### src/rtl/counter_drv_pkg.sv
// Shared types and defaults for the counter driver and its shadow model.
package counter_drv_pkg;

  localparam int WIDTH_DEF = 4;
  localparam int LEN_W_DEF = 8;
  localparam logic [7:0] ERR_CNT_MAX = 8'hFF;

  // Reserved encoding 2'b00 behaves like OP_UP.
  typedef enum logic [1:0] {
    OP_RSVD = 2'b00,
    OP_LOAD = 2'b01,
    OP_UP   = 2'b10,
    OP_DOWN = 2'b11
  } op_e;

  typedef enum logic [1:0] {
    IDLE  = 2'b00,
    DRIVE = 2'b01,
    CHECK = 2'b10,
    RESP  = 2'b11
  } state_e;

endpackage

### src/rtl/counter_model.sv
// Shadow of the driven up/down counter, fed by the same registered controls
// so its value always matches what a healthy counter should hold.
module counter_model
  import counter_drv_pkg::*;
#(
  parameter int WIDTH = WIDTH_DEF
) (
  input  logic             clk,
  input  logic             rst,
  input  logic             load,
  input  logic             updown,
  input  logic [WIDTH-1:0] data,
  output logic [WIDTH-1:0] exp
);

  logic [WIDTH-1:0] exp_reg;

  always_ff @(posedge clk or negedge rst) begin
    if (!rst) begin
      exp_reg <= '0;
    end else if (load) begin
      exp_reg <= data;
    end else if (updown) begin
      exp_reg <= exp_reg + 1'b1;
    end else begin
      exp_reg <= exp_reg - 1'b1;
    end
  end

  assign exp = exp_reg;

endmodule

### src/rtl/counter_driver.sv
// Turns LOAD/UP/DOWN commands into counter control cycles, then samples the
// counter and reports whether it agrees with the shadow model.
module counter_driver
  import counter_drv_pkg::*;
#(
  parameter int WIDTH = WIDTH_DEF,
  parameter int LEN_W = LEN_W_DEF
) (
  input  logic             clk,
  input  logic             rst,
  input  logic             cmd_valid,
  output logic             cmd_ready,
  input  logic [1:0]       cmd_op,
  input  logic [WIDTH-1:0] cmd_data,
  input  logic [LEN_W-1:0] cmd_len,
  output logic             ctr_load,
  output logic             ctr_updown,
  output logic [WIDTH-1:0] ctr_data,
  input  logic [WIDTH-1:0] ctr_count,
  output logic             rsp_valid,
  input  logic             rsp_ready,
  output logic [WIDTH-1:0] rsp_count,
  output logic             rsp_err,
  output logic [7:0]       err_cnt
);

  state_e           state_reg, state_next;
  logic [LEN_W-1:0] rem_reg, rem_next;
  logic             ctr_load_reg, ctr_load_next;
  logic             ctr_updown_reg, ctr_updown_next;
  logic [WIDTH-1:0] ctr_data_reg, ctr_data_next;
  logic             rsp_valid_reg, rsp_valid_next;
  logic [WIDTH-1:0] rsp_count_reg, rsp_count_next;
  logic             rsp_err_reg, rsp_err_next;
  logic [7:0]       err_cnt_reg, err_cnt_next;

  logic [WIDTH-1:0] exp_val;
  logic             mismatch;
  op_e              op_in;

  assign op_in    = op_e'(cmd_op);
  assign mismatch = (ctr_count != exp_val);

  // The shadow sees exactly the registered controls the real counter sees.
  counter_model #(
    .WIDTH(WIDTH)
  ) u_model (
    .clk    (clk),
    .rst    (rst),
    .load   (ctr_load_reg),
    .updown (ctr_updown_reg),
    .data   (ctr_data_reg),
    .exp    (exp_val)
  );

  always_ff @(posedge clk or negedge rst) begin
    if (!rst) begin
      state_reg      <= IDLE;
      rem_reg        <= '0;
      ctr_load_reg   <= 1'b0;
      ctr_updown_reg <= 1'b1;
      ctr_data_reg   <= '0;
      rsp_valid_reg  <= 1'b0;
      rsp_count_reg  <= '0;
      rsp_err_reg    <= 1'b0;
      err_cnt_reg    <= '0;
    end else begin
      state_reg      <= state_next;
      rem_reg        <= rem_next;
      ctr_load_reg   <= ctr_load_next;
      ctr_updown_reg <= ctr_updown_next;
      ctr_data_reg   <= ctr_data_next;
      rsp_valid_reg  <= rsp_valid_next;
      rsp_count_reg  <= rsp_count_next;
      rsp_err_reg    <= rsp_err_next;
      err_cnt_reg    <= err_cnt_next;
    end
  end

  always_comb begin
    state_next      = state_reg;
    rem_next        = rem_reg;
    ctr_load_next   = ctr_load_reg;
    ctr_updown_next = ctr_updown_reg;
    ctr_data_next   = ctr_data_reg;
    rsp_valid_next  = rsp_valid_reg;
    rsp_count_next  = rsp_count_reg;
    rsp_err_next    = rsp_err_reg;
    err_cnt_next    = err_cnt_reg;

    case (state_reg)
      IDLE: begin
        ctr_load_next = 1'b0;
        if (cmd_valid) begin
          state_next = DRIVE;
          // Controls are registered here so the first drive cycle follows accept.
          case (op_in)
            OP_LOAD: begin
              rem_next      = LEN_W'(1);
              ctr_load_next = 1'b1;
              ctr_data_next = cmd_data;
            end
            OP_DOWN: begin
              rem_next        = (cmd_len == '0) ? LEN_W'(1) : cmd_len;
              ctr_updown_next = 1'b0;
            end
            default: begin
              rem_next        = (cmd_len == '0) ? LEN_W'(1) : cmd_len;
              ctr_updown_next = 1'b1;
            end
          endcase
        end
      end

      DRIVE: begin
        if (rem_reg == LEN_W'(1)) begin
          state_next    = CHECK;
          ctr_load_next = 1'b0;
        end else begin
          rem_next = rem_reg - 1'b1;
        end
      end

      CHECK: begin
        state_next     = RESP;
        rsp_valid_next = 1'b1;
        rsp_count_next = ctr_count;
        rsp_err_next   = mismatch;
        if (mismatch && (err_cnt_reg != ERR_CNT_MAX)) begin
          err_cnt_next = err_cnt_reg + 8'd1;
        end
      end

      RESP: begin
        if (rsp_ready) begin
          state_next     = IDLE;
          rsp_valid_next = 1'b0;
        end
      end

      default: begin
        state_next = IDLE;
      end
    endcase
  end

  assign cmd_ready  = (state_reg == IDLE);
  assign ctr_load   = ctr_load_reg;
  assign ctr_updown = ctr_updown_reg;
  assign ctr_data   = ctr_data_reg;
  assign rsp_valid  = rsp_valid_reg;
  assign rsp_count  = rsp_count_reg;
  assign rsp_err    = rsp_err_reg;
  assign err_cnt    = err_cnt_reg;

endmodule

### config.mk
export PLATFORM = sky130hd
export DESIGN_NAME = counter_driver
export DESIGN_NICKNAME = d
export VERILOG_FILES = /design/src/rtl/counter_drv_pkg.sv /design/src/rtl/counter_model.sv /design/src/rtl/counter_driver.sv
export SDC_FILE = /design/constraint.sdc
export NUM_CORES = 1
export LEC_CHECK = 0
export CORE_MARGIN = 2
export CORE_UTILIZATION = 44
export DETAILED_ROUTE_END_ITERATION = 8
export PLACE_DENSITY = 0.74
export SLEW_MARGIN = 20
export SYNTH_ARGS = -nofsm -noshare
export SYNTH_HDL_FRONTEND = slang
export SYNTH_SLANG_ARGS = --single-unit
### constraint.sdc
create_clock -name clk -period 1.6 [get_ports clk]
set_input_delay 0.32 -clock clk [delete_from_list [all_inputs] [get_ports clk]]
set_output_delay 0.32 -clock clk [all_outputs]
set_load 0.01 [all_outputs]
==> metrics.cfg, run 1 <==
[sta]
worst_pin_slew_ns = 0.2909
fmax_mhz = 624.0
slew_headroom_pct = 80.36
setup_viol = 2
period_needed_ns = 1.603
clock_skew_ns = 0.005325
setup_ws_ns = -0.002611
final_hold_viol_count = 0
slew_viol_final = 0
rsz0062_at_grt = true
setup_tns_ns = -0.003481
min_period_over_period_pct = 100.2

[power]
power_mw = 1.786
powerDensity_nw_per_um2 = 570.7
peakVddDrop_mv = 0.3715
p_leak_nw = 1.439

[worst_setup_path]
path_buf_inv = 3
worstPathRequired_ns = 1.78
cp_top_family = flip-flops
path_max_fanout = 5
reg2reg_from = state_reg[0]
path_class = reg2reg
cpMostUsedCell = buf_4
worst_setup_path_start_kind = flop
startpoint = state_reg[0]
crit_arrival_ns = 1.78
slowest_delay_ns = 0.43
crit_path_cell_trace = buf_4 > ha_4 > buf_6 > mux2i_4 > buf_4 > nor4_2 > a211o_1
worstSetupEndpointType = flop
cp_slowest_cell = dfrtp_2

[detailed_routing]
viasPerCell = 5.334
via_count = 1723
drc = 0
final_antenna_net_count = 0
wl_mm = 5.244
wl_per_cell_um = 16.24
drtIter0Drc = 46
firstDrtPassIters = 4

[clocking]
clk_latency_ns = 0.29
cts_sinks = 34
cts_root_buf = clkbuf_8
clk_path_buf_depth = 2
htreeDepth = 2
path_clk_slew_ns = 0.07
cts_tree = built
numCtsBuffers = 5
ctsHoldBuffers = 0

[synth]
synth_top_cell_area_share_pct = 43.97
syn_nets = 205
ys_seq_area_share_pct = 45.37
synth.most_common_cell = dfrtp_1
syn-cell-area_sq_um = 1878
synthCells = 172
ys_ff_latch = 34
synth_area_leaders = dfrtp_1 (44%), ha_1 (6.7%), mux2_2 (5.4%)
synth_area_per_cell_sq_um = 10.92
synthArstFlopShare_pct = 100.0
yosysTopAreaCell = dfrtp_1
yosys_warnings = 0
ys_types = 48
ys_top_cells_by_count = dfrtp_1 (33), nand2_1 (13), inv_1 (12)
ys.flop_type = dfrtp_1
synth_edf_count = 0

[die]
die_w_um = 69.33
rows = 23
coreArea_sq_um = 4058
die_h_um = 69.33
start_util_pct = 46.28
ios = 43
die_area_sq_um = 4807

[job]
max-cap-violations = 0

[layout]
utilization_pct = 77.12
multi_input_area_sq_um = 1200
seq_area_sq_um = 854.6
stdcell_area_sq_um = 3129
fin_cells = 323
nFillCells = 259
drive_gt1_share_pct = 41.39
diodes = 0
area_growth_pct = 66.62
nets = 305

[place]
placed_cell_area_sq_um = 2661
portBuffers = 42
gp_congestion = 0.8107
dp_hpwl_mm = 3.138
dp.cells = 299

[worst_hold_path]
hp-class = in2reg
min_from = ctr_count[1]

[global_route]
grt_pass1_wl_mm = 7.866
antenna_found_initial = 0
grt_pass1_vias = 1718
track_usage_pct = 20.59
grt_overflow = 0
grt_max_degree = 35

[run_status]
violations = setup timing
status = finished with violations

## per-layer routing
| layer | vias up | global-route usage, % | part of all wire, % |
|---|---|---|---|
| met2 | 48 | 34.51 | 53 |
| met3 | 15 | 5.233 | 3.5 |
| met1 | 836 | 24.81 | 41 |
| met5 | - | 0 | 0 |
| met4 | 0 | 9.368 | 2.4 |
| li1 | 824 | - | - |
## where the power goes
part | switching [mW] | leakage (nW) | total, mW | internal [mW]
logic | 0.0548 | 0.960 | 0.129 | 0.0737
clock network | 0.336 | 0.0579 | 0.794 | 0.458
registers | 0.00186 | 0.421 | 0.863 | 0.862
total | 0.392 | 1.44 | 1.79 | 1.39
## cell type report
cell class	count	share of cell area, %
Clock buffer	5	2.199
Sequential cell	34	27.31
Inverter	12	1.439
Timing Repair Buffer	97	27.43
Tap cell	50	1.999
Clock inverter	3	1.279
Multi-Input combinational cell	122	38.34
## cells by family (layout without fill, tap and decap cells)
family | Yosys count | after routing | share of synthesized area [%]
multiplexers | 14 | 14 | 8.461
AND/OR/NAND/NOR | 45 | 45 | 15.12
flip-flops | 34 | 34 | 45.37
AO/OA/AOI/OAI | 38 | 39 | 13.59
XOR/XNOR | 13 | 13 | 6.063
adder cells (fa/ha/maj) | 11 | 11 | 7.728
buffers and inverters | 17 | 117 | 3.664
## placed cells by master (no fill, tap or decap), types with 3 or more instances in the layout
| cell | n |
|---|---|
| ha_1 | 6 |
| clkdlybuf4s50_1 | 33 |
| o21ai_1 | 7 |
| inv_2 | 4 |
| dfrtp_1 | 31 |
| nor2b_1 | 3 |
| clkbuf_8 | 5 |
| xor2_1 | 7 |
| a21oi_1 | 5 |
| o22ai_1 | 4 |
| nor4_2 | 4 |
| o21ai_0 | 5 |
| xor2_2 | 4 |
| nor4_4 | 4 |
| nand2_1 | 13 |
| mux2_2 | 9 |
| inv_1 | 8 |
| buf_4 | 51 |
| dlygate4sd2_1 | 6 |
| nand3_1 | 3 |
| mux2_4 | 3 |
| nor2_1 | 6 |
| ha_4 | 4 |
## metrics by stage
step | hold WS [ns] | setup slack, ns
global route | 0.3858 | -0.1005
CTS | 0.4008 | -0.02932
global placement | 0.4907 | -0.4442
floorplan | 0.02441 | 0.01637
finish | 0.3700 | -0.002611
detailed placement | 0.4948 | -0.4762
## final timing paths
kind | endpoint | slack (ns) | cells after the start
min in group asynchronous | err_cnt[5] | 0.39 | 2
worst max register to register | rem_reg[7] | -0.003 | 7
worst min register to register | rsp_count[1] | 0.51 | 1
worst max-delay path | rem_reg[7] | -0.003 | 7
max in group asynchronous | ctr_updown | 0.96 | 2
worst min-delay path | rsp_count[1] | 0.37 | 2
## repair_timing
item                                    4_1_cts  5_1_grt
gates resized for setup                      26       32
buffers inserted                              4       12
gates cloned                                  0        1
endpoints found under the setup margin       20       29
pin swaps                                     8       11
Power figures use the tool's default switching activity.
==> run 2: changes to the inputs <==
--- a/config.mk
+++ b/config.mk
@@ -8,7 +8,7 @@
 export CORE_MARGIN = 2
 export CORE_UTILIZATION = 44
 export DETAILED_ROUTE_END_ITERATION = 8
-export PLACE_DENSITY = 0.74
+export PLACE_DENSITY = 0.72
 export SLEW_MARGIN = 20
 export SYNTH_ARGS = -nofsm -noshare
 export SYNTH_HDL_FRONTEND = slang
==> constraint.sdc (replaced) <==
create_clock -name clk -period 1.8 [get_ports clk]
set_input_delay 0.36 -clock clk [delete_from_list [all_inputs] [get_ports clk]]
set_output_delay 0.36 -clock clk [all_outputs]
set_load 0.01 [all_outputs]
==> run 2 against run 1 <==
- the run now ends clean
- clock skew barely moved
- flip-flop and latch count stayed put
- combinational power decreased by 24%
- via count fell by 14%
- largest power group unchanged
==> metrics.cfg, run 2 (synthesis results as in run 1) <==
[global_route]
grt_pass1_wl_mm = 7.341
antenna_found_initial = 0
grt_overflow = 0
grt_max_degree = 35
grt_pass1_vias = 1497
track_usage_pct = 19.09

[worst_setup_path]
crit_end = ctr_updown
path_buf_inv = 1
worst_setup_path_start_kind = flop
slowest_delay_ns = 0.55
r2r_end = state_reg[1]
crit_arrival_ns = 1.39
startpoint = ctr_updown
worstSetupEndpointType = output port
reg2reg_from = rem_reg[1]
path_class = reg2out
cp_slowest_cell = dfstp_2
r2r_cells = 6
crit_path_cell_trace = clkdlybuf4s50_1
cp.depth = 1
worstPathRequired_ns = 1.44
path_max_fanout = 3
rrSetupSlack_ns = 0.10
cp_top_family = flip-flops

[layout]
area_growth_pct = 36.51
drive_gt1_share_pct = 18.61
nets = 263
diodes = 0
nFillCells = 336
stdcell_area_sq_um = 2564
seq_area_sq_um = 852.1
final_cell_mix = clkdlybuf4s50_1 (41), dfrtp_1 (33), nand2_1 (13), buf_4 (13), inv_1 (12)
multi_input_area_sq_um = 972.2
final_common_cell = clkdlybuf4s50_1

[clocking]
cts_sinks = 34
cts_tree = built
cts_setup_buffers = 0
path_clk_slew_ns = 0.07
htreeDepth = 2
clk_path_buf_depth = 2
ctsHoldBuffers = 0
cts_root_buf = clkbuf_8
clk_latency_ns = 0.29
numCtsBuffers = 5

[sta]
worst_pin_slew_ns = 0.5108
slew_viol_final = 0
clock_skew_ns = 0.005670
holdWs_ns = 0.4394
fmax_mhz = 572.4
min_period_over_period_pct = 97.06
setup_ws_ns = 0.05298
rsz0062_at_grt = false
setup_viol = 0
period_needed_ns = 1.747
final_hold_viol_count = 0
slew_headroom_pct = 65.67

[worst_hold_path]
hp-class = in2async

[power]
powerDensity_nw_per_um2 = 571.8
peakVddDrop_mv = 0.3008
power_mw = 1.466
p_leak_nw = 1.184

[place]
dp_hpwl_mm = 3.190
placed_cell_area_sq_um = 2455
dp_worst_setup_slack_ns = -0.2065
portBuffers = 42
gp_congestion = 0.8390

[detailed_routing]
wl_per_cell_um = 14.99
viasPerCell = 5.288
final_antenna_net_count = 0
via_count = 1486
wl_mm = 4.213
drc = 0
firstDrtPassIters = 4
drtIter0Drc = 30

[die]
rows = 23
start_util_pct = 46.28
die_h_um = 69.33
die_w_um = 69.33
coreArea_sq_um = 4058
ios = 43
die_area_sq_um = 4807

[run_status]
status = complete, no violations

[job]
max-cap-violations = 0

==> run 2: changes by cell type in the layout (fill, tap and decap cells not counted), moves of 5 or more <==
cell             previous run  this run
nor4_1                      0         6
clkdlybuf4s50_1            33        41
dlygate4sd2_1               6         1
buf_4                      51        13
==> run 2: area by class of cell <==
class	instances	area share [%]
tap	50	2.440
inverter	12	1.757
clock inverter	2	0.4880
timing repair buffer	56	20.94
multi-input combinational	121	37.92
sequential	34	33.24
clock buffer	6	3.221
==> run 2: worst min path at each step <==
stage,slack (ns),end,startpoint,cells after the start
2_1_floorplan,0.06,ctr_data[0],rst,0
3_3_place_gp,0.49,rsp_count[0],rsp_count[0],1
3_5_place_dp,0.50,rsp_count[2],rsp_count[2],1
4_1_cts,0.44,err_cnt[1],rst,2
5_1_grt,0.46,err_cnt[2],rst,2
6_report,0.44,err_cnt[1],rst,2
==> run 2: timing repair <==
action,CTS,global route
pin swaps,0,1
resized for setup,3,2
endpoints found under the setup margin,6,8
==> run 2: layer usage <==
layer	GRT usage (%)	share of wire, %
met3	4.942	3.8
met1	22.87	45
met4	7.190	1.7
met5	0	0
met2	32.80	50
==> run 2: through the flow <==
step | TNS (ns) | utilization, % | cells
after floorplan | 0 | - | 172
after global placement | -1.274 | 60.50 | 273
after detailed placement | -1.756 | 60.50 | 273
after CTS | 0 | 62.90 | 281
after global routing | 0 | 63.18 | 281
final | 0 | 63.18 | 281
==> run 2: report_power, final <==
part / internal, mW / switching [mW] / leakage, nW
sequential: 0.766 / 0.00333 / 0.423
clock: 0.307 / 0.291 / 0.0472
combinational: 0.0582 / 0.0401 / 0.714
total: 1.13 / 0.334 / 1.18
